--- config.mk ---
export PLATFORM = sky130hd
export DESIGN_NAME = sorted_insert
export DESIGN_NICKNAME = d
export VERILOG_FILES = /design/src/rtl/sorted_insert.sv
export SDC_FILE = /design/constraint.sdc
export NUM_CORES = 1
export LEC_CHECK = 0
export CAP_MARGIN = 20
export CORE_ASPECT_RATIO = 0.6
export CORE_UTILIZATION = 40
export CTS_CLUSTER_DIAMETER = 60
export CTS_CLUSTER_SIZE = 14
export DETAILED_ROUTE_END_ITERATION = 7
export PLACE_DENSITY = 0.72
export SYNTH_ARGS = -nofsm -noshare
export SYNTH_HDL_FRONTEND = slang
export SYNTH_SLANG_ARGS = --single-unit
--- constraint.sdc ---
create_clock -name clk_i -period 2.9 [get_ports clk_i]
set_input_delay 0.29 -clock clk_i [delete_from_list [all_inputs] [get_ports clk_i]]
set_output_delay 0.29 -clock clk_i [all_outputs]
set_load 0.05 [all_outputs]
--- src/rtl/sorted_insert.sv ---
// sorted_insert: keeps a 32x8 RAM array sorted ascending by shifting larger entries up on each insert
module sorted_insert #(
    parameter int DATA_WIDTH = 8,
    parameter int ADDR_WIDTH = 5,
    parameter int DEPTH      = 32
) (
    input  logic                  clk_i,
    input  logic                  reset_ni,
    input  logic                  start_i,
    input  logic                  clear_i,
    input  logic [DATA_WIDTH-1:0] a_i,
    output logic [ADDR_WIDTH-1:0] rd_addr_o,
    input  logic [DATA_WIDTH-1:0] rdata_i,
    output logic [ADDR_WIDTH-1:0] wr_addr_o,
    output logic [DATA_WIDTH-1:0] wdata_o,
    output logic                  wren_o,
    output logic [ADDR_WIDTH:0]   count_o,
    output logic                  done_o,
    output logic                  full_o,
    output logic                  rejected_o
);
    typedef enum logic [2:0] {IDLE, RD, CMP, PLACE, DONE} state_t;

    state_t                state_q;
    logic [DATA_WIDTH-1:0] a_q;
    logic [ADDR_WIDTH-1:0] i_q;
    logic [ADDR_WIDTH-1:0] pos_q;
    logic [ADDR_WIDTH:0]   count_q;
    logic [ADDR_WIDTH-1:0] rd_addr_q;
    logic [ADDR_WIDTH-1:0] wr_addr_q;
    logic [DATA_WIDTH-1:0] wdata_q;
    logic                  wren_q;
    logic                  done_q;
    logic                  rejected_q;
    logic                  full;

    assign full       = count_q == (ADDR_WIDTH+1)'(DEPTH);
    assign full_o     = full;
    assign count_o    = count_q;
    assign rd_addr_o  = rd_addr_q;
    assign wr_addr_o  = wr_addr_q;
    assign wdata_o    = wdata_q;
    assign wren_o     = wren_q;
    assign done_o     = done_q;
    assign rejected_o = rejected_q;

    // Insert FSM: scans down from the top entry, shifting each larger value up one slot,
    // then drops the new value into the gap. rd_addr is loaded on entry to RD so the
    // synchronous RAM presents mem[i] during CMP.
    always_ff @(posedge clk_i or negedge reset_ni) begin
        if (!reset_ni) begin
            state_q    <= IDLE;
            a_q        <= '0;
            i_q        <= '0;
            pos_q      <= '0;
            count_q    <= '0;
            rd_addr_q  <= '0;
            wr_addr_q  <= '0;
            wdata_q    <= '0;
            wren_q     <= 1'b0;
            done_q     <= 1'b0;
            rejected_q <= 1'b0;
        end else begin
            wren_q <= 1'b0;
            case (state_q)
                IDLE: begin
                    if (clear_i) begin
                        count_q <= '0;
                    end else if (start_i) begin
                        if (full) begin
                            rejected_q <= 1'b1;
                            done_q     <= 1'b1;
                            state_q    <= DONE;
                        end else begin
                            a_q        <= a_i;
                            rejected_q <= 1'b0;
                            if (count_q == '0) begin
                                pos_q   <= '0;
                                state_q <= PLACE;
                            end else begin
                                i_q       <= ADDR_WIDTH'(count_q - 1'b1);
                                rd_addr_q <= ADDR_WIDTH'(count_q - 1'b1);
                                state_q   <= RD;
                            end
                        end
                    end
                end
                RD: state_q <= CMP;
                CMP: begin
                    if (rdata_i > a_q) begin
                        wren_q    <= 1'b1;
                        wr_addr_q <= i_q + 1'b1;
                        wdata_q   <= rdata_i;
                        if (i_q == '0) begin
                            pos_q   <= '0;
                            state_q <= PLACE;
                        end else begin
                            i_q       <= i_q - 1'b1;
                            rd_addr_q <= i_q - 1'b1;
                            state_q   <= RD;
                        end
                    end else begin
                        pos_q   <= i_q + 1'b1;
                        state_q <= PLACE;
                    end
                end
                PLACE: begin
                    wren_q    <= 1'b1;
                    wr_addr_q <= pos_q;
                    wdata_q   <= a_q;
                    count_q   <= count_q + 1'b1;
                    done_q    <= 1'b1;
                    state_q   <= DONE;
                end
                DONE: begin
                    if (!start_i) begin
                        done_q  <= 1'b0;
                        state_q <= IDLE;
                    end
                end
                default: state_q <= IDLE;
            endcase
        end
    end
endmodule

==> results.cfg <==
[timing]
max_freq_mhz = 410.4
holdWs_ps = 488.9
slew_headroom = 0.4922
worst_slack_ps = 463.5
setup_viol = 0
fin_crit_sh = 0.8402
hold_violations = 0
fin_worst_skew_ps = 8.233
layout_min_cycle_time_ps = 2436
tightest_slew_ps = 759.9
rsz0062_at_grt = false
tns_ps = 0
slew_viol_final = 0

[die]
core-area_um2 = 5781
die_area_um2 = 6564
row_count = 21
initial_utilization = 0.4314
die_w_um = 103.9
fp.dieH_um = 63.16
ioPinCount = 48

[synth]
synth-edff-count = 0
synth-main-ff-cell = dfrtp_1
ys_ff_latch = 43
synth_top_family_by_area = compound AO/OA/AOI/OAI gates
ys_async_sr_fraction = 1.000
synthAdderAreaFrac = 0.06523
synth-seq-area-share = 0.4315
yosys.area_share.simple = 0.1631
synth_cell_types = 55
synth-xor-area-share = 0.01405
syn_inst = 262
synthesis.area_um2 = 2494
synth_mux_area_frac = 0.01254
synth.avg_cell_area_um2 = 9.518
synth_compound_area_frac = 0.2544
yosys_warnings = 0
syn_nets = 295

[detailed_routing]
drc = 0
drt-met1-wl_um = 3264
wl_met3_um = 524
wl_per_cell_um = 16.37
dr.pass1.iters = 4
ant_nets = 0
drt_iter0_drc = 94
via_per_inst = 5.626
met2_length_um = 2502
vias = 2183
routed_wl_um = 6352
top_layer = met4

[critical_path]
reg2reg_from = a_q[7]
reg2reg_setup_slack_ps = 590
startpoint_type = flip-flop
ff2ff_path_depth = 8
endpoint_kind = primary output
r2r_end = rd_addr_o[4]
startpoint = count_o[0]
crit_fanout = 7
required_ps = 2610
criticalPathCategory = reg -> out
cp.arrival_ps = 2150

[global_route]
grt_use_total = 0.2013
grt_start_max_net_pins = 44
antenna_found_initial = 0
grt_pass1_wl_um = 10410
grt_pass1_vias = 2060
grt-ovfl-total = 0

[flow_run]
drv_cap = 0

[clock_tree]
cts.htree.levels = 2
cts_tree = yes
clock_path_buffers = 2
path_clk_slew_ps = 90
clk_latency_ps = 300
postCtsSetupRepairBufs = 0
clock_sinks = 43
numCtsBuffers = 5
cts-root-buf = clkbuf_8

[place]
dp_hpwl_um = 4417
place_area_um2 = 3017
pre_cts_slack_ps = 243.9
place_congestion = 0.7879
io_buffers = 47

[status]
outcome = finished clean

[final_layout]
finalInstanceArea_um2 = 3142
fillerInstances = 534
nets = 340
antennaDiodeCount = 0
drive_gt1_frac = 0.09740
areaGrowthSynthToFinish_pct = 25.99
final_core_util = 0.5435

[min_path]
hp-class = in -> async

[pwr]
p_leak_nw = 1.319
p_per_area_nw_per_um2 = 1239
ir_drop_uv = 655.6
[cells in the final DEF (no fill, tap or decap), types with 6 or more instances in the layout]
cell type | synthesis | routed
clkdlybuf4s50_1 | 0 | 45
dfrtp_1 | 43 | 43
o22ai_1 | 27 | 27
a21oi_1 | 23 | 23
inv_1 | 15 | 15
nand2_1 | 14 | 14
o21ai_1 | 14 | 14
ha_1 | 13 | 13
nor2_1 | 12 | 12
nand3_1 | 10 | 10
buf_4 | 1 | 6
[stage by stage]
stage	power (W)	std cells
after floorplan	0.002839	262
after global placement	0.003452	378
after detailed placement	0.003496	378
after CTS	0.003890	386
after global routing	0.004175	388
final	0.003894	388
[where the power goes]
part           total (W)  internal [W]  switching, W
registers        0.00114      0.000854      0.000288
logic            0.00237      0.000921       0.00145
clock network   0.000384      0.000169      0.000216
[flip-flops by register name (all words and copies together) (netlist names)]
name        count
state_q         3
count_o         6
done_o          1
wren_o          1
pos_q           5
wr_addr_o       5
wdata_o         8
rejected_o      1
rd_addr_o       5
a_q             8
[worst max-delay path by stage]
stage	to	slack, ps	depth (start not counted)
6_report	full_o	460	6
5_1_grt	full_o	300	6
4_1_cts	full_o	80	6
3_5_place_dp	pos_q[2]	240	8
3_3_place_gp	rd_addr_o[0]	360	8
2_1_floorplan	rd_addr_o[4]	700	11
[repair_timing]
action / CTS / global route
hold buffers: 0 / 1
endpoints found under the hold margin: 0 / 19
resized for setup: 0 / 1
endpoints found under the setup margin: 0 / 1
[logic make-up after synthesis]
family	after synthesis
AND/OR/NAND/NOR	68
flip-flops	43
XOR/XNOR	4
AO/OA/AOI/OAI	98
adder cells (fa/ha/maj)	13
buffers and inverters	33
multiplexers	3
[cell usage after synthesis (3+ instances only)]
cell | instances | area share
a31oi_1 | 3 | 0.0075
a21oi_1 | 23 | 0.046
buf_2 | 10 | 0.020
ha_1 | 13 | 0.065
nand4_1 | 5 | 0.013
clkbuf_1 | 4 | 0.0060
nand3_1 | 10 | 0.020
nor3_1 | 4 | 0.0080
xnor2_1 | 3 | 0.011
a22o_1 | 5 | 0.018
o211ai_1 | 3 | 0.0090
dfrtp_1 | 43 | 0.43
a311oi_1 | 3 | 0.011
o22ai_1 | 27 | 0.068
o21ai_1 | 14 | 0.028
nand2b_1 | 3 | 0.0075
nand2_1 | 14 | 0.021
o21ai_0 | 5 | 0.010
inv_1 | 15 | 0.023
nor2_1 | 12 | 0.018
[metal layers]
layer,global-route usage,up-vias
met3,0.04348,8
met2,0.2767,81
li1,-,1068
met5,0,-
met1,0.3127,1026
met4,0.05179,0
[critical path, cell delays in order, from the launching register on]
cell            delay, ps
dfrtp_1               460
inv_1                 110
ha_1                  180
nor4b_4               350
nand2_1               190
inv_2                 130
dlymetal6s2s_1        430
[final cells by class]
cell class / count / area, µm² / share of cell area
inverter: 16 / 60.06 / 0.01912
clock inverter: 2 / 12.51 / 0.003982
multi-input combinational: 186 / 1270 / 0.4042
sequential: 43 / 1076 / 0.3425
clock buffer: 6 / 72.57 / 0.02310
timing repair buffer: 55 / 550.5 / 0.1752
tap: 80 / 100.1 / 0.03186
No activity file was read; power rests on OpenSTA's default activity.
